## src/rtl/clock_pkg.sv

```systemverilog
// Shared encodings for the clock set controller: FSM state codes and one-hot edit field selects.
package clock_pkg;

    typedef logic [1:0] ctrl_state_t;

    localparam ctrl_state_t ST_RUN    = 2'd0;
    localparam ctrl_state_t ST_SET_HR = 2'd1;
    localparam ctrl_state_t ST_SET_MI = 2'd2;
    localparam ctrl_state_t ST_SET_SE = 2'd3;

    localparam logic [2:0] EDIT_NONE = 3'b000;
    localparam logic [2:0] EDIT_HR   = 3'b100;
    localparam logic [2:0] EDIT_MI   = 3'b010;
    localparam logic [2:0] EDIT_SE   = 3'b001;

    function automatic logic [2:0] edit_sel_of(input ctrl_state_t st);
        case (st)
            ST_SET_HR: edit_sel_of = EDIT_HR;
            ST_SET_MI: edit_sel_of = EDIT_MI;
            ST_SET_SE: edit_sel_of = EDIT_SE;
            default:   edit_sel_of = EDIT_NONE;
        endcase
    endfunction

    function automatic ctrl_state_t next_field(input ctrl_state_t st);
        case (st)
            ST_RUN:    next_field = ST_SET_HR;
            ST_SET_HR: next_field = ST_SET_MI;
            ST_SET_MI: next_field = ST_SET_SE;
            default:   next_field = ST_RUN;
        endcase
    endfunction

endpackage

```

## src/rtl/btn_debounce.sv

```systemverilog
// Button conditioner: 2-FF synchronizer, stability down-counter and press (1->0) edge pulse.
module btn_debounce #(
    parameter int DEB_CYCLES = 1_000_000
) (
    input  logic clk,
    input  logic rst,
    input  logic btn_raw,
    output logic btn_level,
    output logic press
);
    localparam int CW = (DEB_CYCLES > 1) ? $clog2(DEB_CYCLES) : 1;
    localparam logic [CW-1:0] DEB_LOAD = CW'(DEB_CYCLES - 1);

    logic [1:0]    sync_q;
    logic          level_q;
    logic          press_q;
    logic [CW-1:0] cnt_q;

    // cnt_q reaches zero on the DEB_CYCLES-th consecutive sample that differs from level_q
    always_ff @(posedge clk or negedge rst) begin
        if (!rst) begin
            sync_q  <= 2'b11;
            level_q <= 1'b1;
            press_q <= 1'b0;
            cnt_q   <= DEB_LOAD;
        end else begin
            sync_q  <= {sync_q[0], btn_raw};
            press_q <= 1'b0;
            if (sync_q[1] == level_q) begin
                cnt_q <= DEB_LOAD;
            end else if (cnt_q == '0) begin
                level_q <= sync_q[1];
                press_q <= ~sync_q[1];
                cnt_q   <= DEB_LOAD;
            end else begin
                cnt_q <= cnt_q - 1'b1;
            end
        end
    end

    assign btn_level = level_q;
    assign press     = press_q;

endmodule

```

## src/rtl/clock_set_ctrl.sv

```systemverilog
// Mode/edit controller: turns debounced mode/up/down buttons into counter enables,
// one-cycle active-low step strobes and the one-hot edit field select.
//
//   state     | meaning
//   ----------+-----------------------------------------------
//   ST_RUN    | clock running, up/down ignored
//   ST_SET_HR | clock frozen, up/down step the hour counter
//   ST_SET_MI | clock frozen, up/down step the minute counter
//   ST_SET_SE | clock frozen, up/down step the second counter
module clock_set_ctrl
    import clock_pkg::*;
#(
    parameter int DEB_CYCLES = 1_000_000,
    parameter int TIMEOUT_S  = 10,
    parameter int REPEAT_S   = 2
) (
    input  logic       clk,
    input  logic       rst,
    input  logic       pulse_1s,
    input  logic       btn_mode,
    input  logic       btn_up,
    input  logic       btn_down,
    output logic       enable_cnt_hr,
    output logic       enable_cnt_mi,
    output logic       enable_cnt_se,
    output logic       increase_hr,
    output logic       increase_mi,
    output logic       increase_se,
    output logic       decrease_hr,
    output logic       decrease_mi,
    output logic       decrease_se,
    output logic [2:0] edit_sel
);
    localparam int TO_W = $clog2(TIMEOUT_S + 1);
    localparam int RP_W = (REPEAT_S > 1) ? $clog2(REPEAT_S) : 1;
    localparam logic [TO_W-1:0] TO_LAST  = TO_W'(TIMEOUT_S);
    localparam logic [RP_W-1:0] RPT_LAST = RP_W'(REPEAT_S - 1);

    logic mode_lvl, up_lvl, dn_lvl;
    logic mode_press, up_press, dn_press;

    ctrl_state_t     state, next_state;
    logic [TO_W-1:0] to_cnt;
    logic [RP_W-1:0] rpt_cnt;

    logic in_set, up_held, dn_held, one_held, any_held;
    logic to_hit, rpt_fire, state_chg, step_up, step_dn;

    logic       en_d;
    logic [2:0] sel_d, inc_d, dec_d;
    logic       en_q;
    logic [2:0] sel_q, inc_q, dec_q;

    btn_debounce #(.DEB_CYCLES(DEB_CYCLES)) u_deb_mode (
        .clk(clk), .rst(rst), .btn_raw(btn_mode), .btn_level(mode_lvl), .press(mode_press)
    );
    btn_debounce #(.DEB_CYCLES(DEB_CYCLES)) u_deb_up (
        .clk(clk), .rst(rst), .btn_raw(btn_up), .btn_level(up_lvl), .press(up_press)
    );
    btn_debounce #(.DEB_CYCLES(DEB_CYCLES)) u_deb_down (
        .clk(clk), .rst(rst), .btn_raw(btn_down), .btn_level(dn_lvl), .press(dn_press)
    );

    assign in_set   = (state != ST_RUN);
    assign up_held  = ~up_lvl;
    assign dn_held  = ~dn_lvl;
    assign one_held = up_held ^ dn_held;
    // A press event always coincides with its level going low, so "held" covers
    // "pressed"; a held button also keeps the edit session from timing out.
    assign any_held = ~mode_lvl | up_held | dn_held;
    assign to_hit   = (to_cnt == TO_LAST);
    assign rpt_fire = pulse_1s && in_set && one_held && (rpt_cnt >= RPT_LAST);

    always_ff @(posedge clk or negedge rst) begin
        if (!rst) begin
            state <= ST_RUN;
        end else begin
            state <= next_state;
        end
    end

    always_comb begin
        next_state = state;
        if (mode_press) begin
            next_state = next_field(state);
        end else if (in_set && to_hit && !any_held) begin
            next_state = ST_RUN;
        end
    end

    assign state_chg = (next_state != state);
    assign step_up = in_set && !state_chg && !(up_held && dn_held) &&
                     (up_press || (rpt_fire && up_held));
    assign step_dn = in_set && !state_chg && !(up_held && dn_held) &&
                     (dn_press || (rpt_fire && dn_held));

    always_comb begin
        en_d  = (next_state == ST_RUN);
        sel_d = edit_sel_of(next_state);
        inc_d = 3'b111;
        dec_d = 3'b111;
        if (step_up) begin
            inc_d = ~edit_sel_of(state);
        end
        if (step_dn) begin
            dec_d = ~edit_sel_of(state);
        end
    end

    always_ff @(posedge clk or negedge rst) begin
        if (!rst) begin
            to_cnt <= '0;
        end else if (!in_set || any_held || state_chg) begin
            to_cnt <= '0;
        end else if (pulse_1s && !to_hit) begin
            to_cnt <= to_cnt + 1'b1;
        end
    end

    // Saturates at REPEAT_S-1 so every later tick keeps firing
    always_ff @(posedge clk or negedge rst) begin
        if (!rst) begin
            rpt_cnt <= '0;
        end else if (!in_set || !one_held) begin
            rpt_cnt <= '0;
        end else if (pulse_1s && (rpt_cnt < RPT_LAST)) begin
            rpt_cnt <= rpt_cnt + 1'b1;
        end
    end

    always_ff @(posedge clk or negedge rst) begin
        if (!rst) begin
            en_q  <= 1'b1;
            sel_q <= EDIT_NONE;
            inc_q <= 3'b111;
            dec_q <= 3'b111;
        end else begin
            en_q  <= en_d;
            sel_q <= sel_d;
            inc_q <= inc_d;
            dec_q <= dec_d;
        end
    end

    assign enable_cnt_hr = en_q;
    assign enable_cnt_mi = en_q;
    assign enable_cnt_se = en_q;
    assign increase_hr   = inc_q[2];
    assign increase_mi   = inc_q[1];
    assign increase_se   = inc_q[0];
    assign decrease_hr   = dec_q[2];
    assign decrease_mi   = dec_q[1];
    assign decrease_se   = dec_q[0];
    assign edit_sel      = sel_q;

endmodule

```

## config.mk

```make
export PLATFORM = sky130hd
export DESIGN_NAME = clock_set_ctrl
export DESIGN_NICKNAME = d
export VERILOG_FILES = /design/src/rtl/clock_pkg.sv /design/src/rtl/btn_debounce.sv /design/src/rtl/clock_set_ctrl.sv
export SDC_FILE = /design/constraint.sdc
export NUM_CORES = 1
export LEC_CHECK = 0
export ABC_AREA = 0
export BUFFER_PORTS_ARGS = -buffer_cell sky130_fd_sc_hd__buf_4
export CAP_MARGIN = 5
export CORE_AREA = 2 2 114 116
export DETAILED_ROUTE_END_ITERATION = 8
export DIE_AREA = 0 0 116 118
export PLACE_DENSITY = 0.61
export SLEW_MARGIN = 10
export SYNTH_ARGS = -nofsm -noshare
export SYNTH_HDL_FRONTEND = slang
export SYNTH_SLANG_ARGS = --single-unit
```

## constraint.sdc

```tcl
create_clock -name clk -period 2.99 [get_ports clk]
set_clock_uncertainty 0.05 [all_clocks]
set_input_delay 0.4485 -clock clk [delete_from_list [all_inputs] [get_ports clk]]
set_output_delay 0.4485 -clock clk [all_outputs]
set_load 0.05 [all_outputs]
```

Yosys cells after proc, flatten, opt, wreduce, memory -nomap -nowiden
Index checks and enable logic that the tools add are counted.
- $add $sub $neg: 5
- equality and inequality tests: 11
- shift operators: 0
- reductions and logical operators: 36
- muxes and demuxes: 25
- magnitude comparators: 2
- bitwise logic cells: 14
- $mul: 0
- div/mod/pow operators: 0
- operator list (kind ; number):
    20-bit two-way mux ; 6
    20-bit logical NOT ; 3
    20-bit by 1-bit subtractor with 20-bit output (second input constant) ; 3
    3-bit case mux with 3 select lines ; 2
    1-bit logical AND ; 14
    3-bit two-way mux ; 4
    1-bit NOT ; 9
    2-bit == test (second input constant) ; 4
    1-bit two-way mux ; 8
    4-bit two-way mux ; 2
    1-bit logical NOT ; 6
    3-bit NOT ; 2
    2-bit case mux with 3 select lines ; 1
    2-bit AND reduction ; 3
    2-bit nonzero test ; 3
    1-bit logical OR ; 5
    4-bit by 1-bit adder with 4-bit output (second input constant) ; 1
    2-bit by 1-bit == test with 1-bit output (second input constant) ; 2
    4-bit == test (second input constant) ; 1
    2-bit logical NOT ; 2
    2-bit two-way mux ; 2
    1-bit == test ; 3
    2-bit != test ; 1
    1-bit OR ; 2
    4 further kinds ; 4
- output and inout bits: 12
- register bits after elaboration: 89
- input bits: 6
- logic and storage cells: 112
- latch bits: 0
- bits in writable memories: 0
- memory bits (read-only): 0
- memories: 0

Longest topological paths before layout
- word-level depth: 15
- depth in mapped cells: 7
- gate-level depth less buffers: 6

By module
A second synthesis with hierarchy kept.
- cell total of the unflattened synthesis: 430
- area, all modules: 4808.4 um2
- by module, submodules not included (module ; area an instance (um2) ; cells each ; times used ; seq. area each (um2)):
    btn_debounce ; 1272.5 ; 113 ; 3 ; 619.3
    clock_set_ctrl ; 991.0 ; 91 ; 1 ; 434.2

Worst setup path before layout
Ideal clock, no wire load.
- kind: register to register
- from: register u_deb_down.cnt_q[8]
- to: register u_deb_down.cnt_q[15]
- clock period less this slack: 2.182 ns
- setup time: 0.078 ns
- data required time: 2.862 ns
- arrival time: 2.055 ns
- path buffers: 0
- stages on the path, launching flop included: 5
- path slack: 0.808 ns
- cell sequence: dfrtp_1 -> or4_4 -> or4b_4 -> or4_1 -> a21oi_1
- cells in the longest elaborated chain, start to end: 3
- elaborated cells between the ends (all ways): 4
- those cells by class: add/sub (1); mux (2); reduce/logical (1)
- ends and longest elaborated chain (element ; RTL line ; RTL):
    from (decl) ; btn_debounce.sv:17 ; logic [CW-1:0] cnt_q;
    from (signal assigned) ; btn_debounce.sv:36 ; cnt_q <= cnt_q - 1'b1;
    20-bit by 1-bit subtractor with 20-bit output / 20-bit logical NOT (equally long branches) ; btn_debounce.sv:36, btn_debounce.sv:31 ;
    20-bit two-way mux * ; btn_debounce.sv:31 ; end else if (cnt_q == '0) begin
    20-bit two-way mux * ; btn_debounce.sv:29 ; if (sync_q[1] == level_q) begin
Mark *: on every way between the ends. The rest lies on a longest branch, timed or not.
A chain may end at the register's enable or synchronous reset.

Worst setup path in the final report
- from: register u_deb_down.cnt_q[1]
- to: register u_deb_down.cnt_q[15]
Same word-level chain as after synthesis.

==> results.txt <==
mean post-synth cell area: 10.6 sq um
worst setup path class: register to register
worst path required time: 3210 ps
CTS Sinks: 89
number of synthesized register bits: 89
# nets final: 448
CP startpoint kind: register
CP arrival: 2500 ps
Clock Latency Late Sink: 340 ps
Synth Flop Type: dfstp_2
Slew Viols, Final: 0
crit-path max FO: 7
fraction of layout cells with a size suffix above 1: 0.240
Post-synth EDFFs: 0
antenna cells: 0
routed wire length: 7.75 mm
DRT iter0 DRCs: 148
WL/cell: 12.8 um
GR Overflow Total: 0
Setup Fix Bufs, Post-CTS: 0
Tmin final: 2290 ps
DRT antenna net count: 0
vias per cell: 4.97
Post-Layout Cell Count: 605
routability congestion estimate: 0.762
post-cts sizing count: 0
Sequential Area: 2290 sq um
Longest Clk Path Bufs: 2
crit end category: register
initial core utilization: 0.345
Syn Std Cell Area: 4290 sq um
Final Hold Fails: 0
pwr dens: 487 nW/um^2
post-route clock period utilization: 0.765
vias in the first global route: 2,965
hold buffers post-CTS: 0
hold slack: 40.1 ps
setup TNS: 0 ps
Clock transition at path regs: 60 ps
HP Class: input port to asynchronous set/reset pin
area of the multi-input gates: 1900 sq um
die footprint: 13,700 sq um
Placement Rows: 41
Post-synth ARST share: 1.00
first-pass GRT wire length: 14.0 mm
TritonCTS buffer count: 9
DRT Pass-1 Iters: 4
f_max: 437 MHz
Die Ht: 118 um
Max-slew headroom: 0.376
DRC violations left: 0
H-tree depth: 3
largest net degree at the start of global routing: 43
die span in x: 116 um
Top Ports: 18
Synth cell types: 47
max_cap viols: 0
number of fill cells: 1,221
area of the core: 12,400 sq um
status: complete, no violations
HPWL Detailed: 5.34 mm
Gate Count Post-Synth: 403
Tot Pwr: 2400 uW
initial antenna violation count: 0
CTS tree: built
Peak VDD IR: 0.221 mV
Slew @ Worst Pin: 924 ps
Syn. warnings: 0
Leak: 0.00189 uW
RSZ-0062 raised after global routing: false
Syn Nets: 423
synthesis-to-layout area growth: 15.3%
sequential area share after synthesis: 0.535
dpl cells: 589
routed vias: 3,005
setup violators final: 0
GRT Total Usage: 0.127
# port buffers: 17
CTS root buffer: clkbuf_16
[cells in the mapped netlist, types with 8 or more instances]
library cell | n | area, sq um
clkbuf_1 | 8 | 30.0
nand4_1 | 12 | 75.1
o21ai_0 | 9 | 45.0
dfstp_2 | 52 | 1370
inv_1 | 12 | 45.0
or3_1 | 9 | 56.3
xnor2_1 | 15 | 131
nor4_1 | 9 | 56.3
a21oi_1 | 10 | 50.1
nor2_1 | 39 | 146
dfrtp_1 | 37 | 926
nor3_1 | 15 | 75.1
nand4b_1 | 8 | 70.1
nand3_1 | 17 | 85.1
or4_1 | 9 | 67.6
nand2_1 | 38 | 143
xor2_1 | 25 | 219
o31ai_1 | 12 | 90.1
ha_1 | 14 | 175
[layout make-up]
class,instances,share of cell area
sequential,89,0.464
multi-input combinational,291,0.384
clock buffer,11,0.0511
tap,172,0.0435
timing repair buffer,25,0.0405
inverter,12,0.00911
clock inverter,5,0.00759
[layer usage]
layer	global-route usage	share of wire	vias up
li1	-	-	1492
met2	0.189	0.45	36
met4	0.0446	0.017	0
met1	0.176	0.50	1468
met3	0.0371	0.031	9
met5	0	0	-
[critical path, stage by stage, from the launching register on]
cell     delay (ps)
dfstp_2         370
or4_1           670
or4b_4          560
or4_1           410
a21oi_1         150
[registers in the layout, summed over array words and instances, names as in the netlist]
name / flops
dec_q: 3
edit_sel: 3
enable_cnt_hr: 1
inc_q: 3
rpt_cnt: 1
state: 2
to_cnt: 4
u_deb_down.btn_level: 1
u_deb_down.cnt_q: 20
u_deb_down.press: 1
u_deb_down.sync_q: 2
u_deb_mode.btn_level: 1
u_deb_mode.cnt_q: 20
u_deb_mode.press: 1
u_deb_mode.sync_q: 2
u_deb_up.btn_level: 1
u_deb_up.cnt_q: 20
u_deb_up.press: 1
u_deb_up.sync_q: 2
[kinds of logic (layout without fill, tap and decap cells)]
group           Yosys count  in the layout  share of synthesized area
simple gates            189            189                      0.243
fa+ha+maj                14             14                     0.0409
buf+inv                  23             53                     0.0222
compound gates           45             45                     0.0695
mux                       3              3                    0.00788
flops                    89             89                      0.535
xor+xnor                 40             40                     0.0817
[placed cells by master, fill, tap and decap left out, types with 3 or more instances in the layout]
| master | n |
|---|---|
| mux2_2 | 3 |
| nand4_1 | 12 |
| dfstp_2 | 52 |
| ha_1 | 14 |
| nor3b_1 | 6 |
| nor2b_1 | 3 |
| nand4b_1 | 8 |
| nand2_1 | 38 |
| and3_1 | 3 |
| nand3b_1 | 4 |
| xor2_1 | 25 |
| xnor2_1 | 15 |
| nor2_1 | 39 |
| o21ai_0 | 9 |
| inv_1 | 12 |
| o31ai_1 | 12 |
| or4_1 | 9 |
| dfrtp_1 | 37 |
| nor4_1 | 9 |
| nor3_1 | 15 |
| clkbuf_16 | 9 |
| a21oi_1 | 10 |
| nand3_1 | 17 |
| buf_4 | 24 |
| nor4_2 | 3 |
| or3_1 | 9 |
[path summary, 6_finish.rpt]
| path | startpoint | endpoint | slack [ps] | cells after the start |
|---|---|---|---|---|
| worst max-delay path | u_deb_down.cnt_q[1]$_DFF_PN1_ | u_deb_down.cnt_q[15]$_DFF_PN0_ | 700 | 4 |
| min in group clk | btn_up | u_deb_up.sync_q[0]$_DFF_PN1_ | 160 | 1 |
| worst min register to register | u_deb_mode.sync_q[0]$_DFF_PN1_ | u_deb_mode.sync_q[1]$_DFF_PN1_ | 300 | 0 |
| max in group asynchronous | rst | inc_q[2]$_DFF_PN1_ | 2140 | 2 |
| worst min-delay path | rst | u_deb_mode.cnt_q[10]$_DFF_PN0_ | 40 | 1 |
| worst max register to register | u_deb_down.cnt_q[1]$_DFF_PN1_ | u_deb_down.cnt_q[15]$_DFF_PN0_ | 700 | 4 |
[through the flow]
step,utilization,area [sq um],setup WS [ps]
2_1_floorplan,-,4290,808
5_1_grt,0.398,4940,451
6_report,0.398,4940,704
4_1_cts,0.398,4940,707
3_5_place_dp,0.375,4650,724
3_3_place_gp,0.375,4650,735
[power breakdown]
group          switching (uW)  total, uW  internal (uW)
Clock                     471       1080            611
Combinational            53.8       76.9           23.1
Sequential               13.5       1250           1230
Total                     538       2400           1870
No activity file was read; power rests on OpenSTA's default activity.
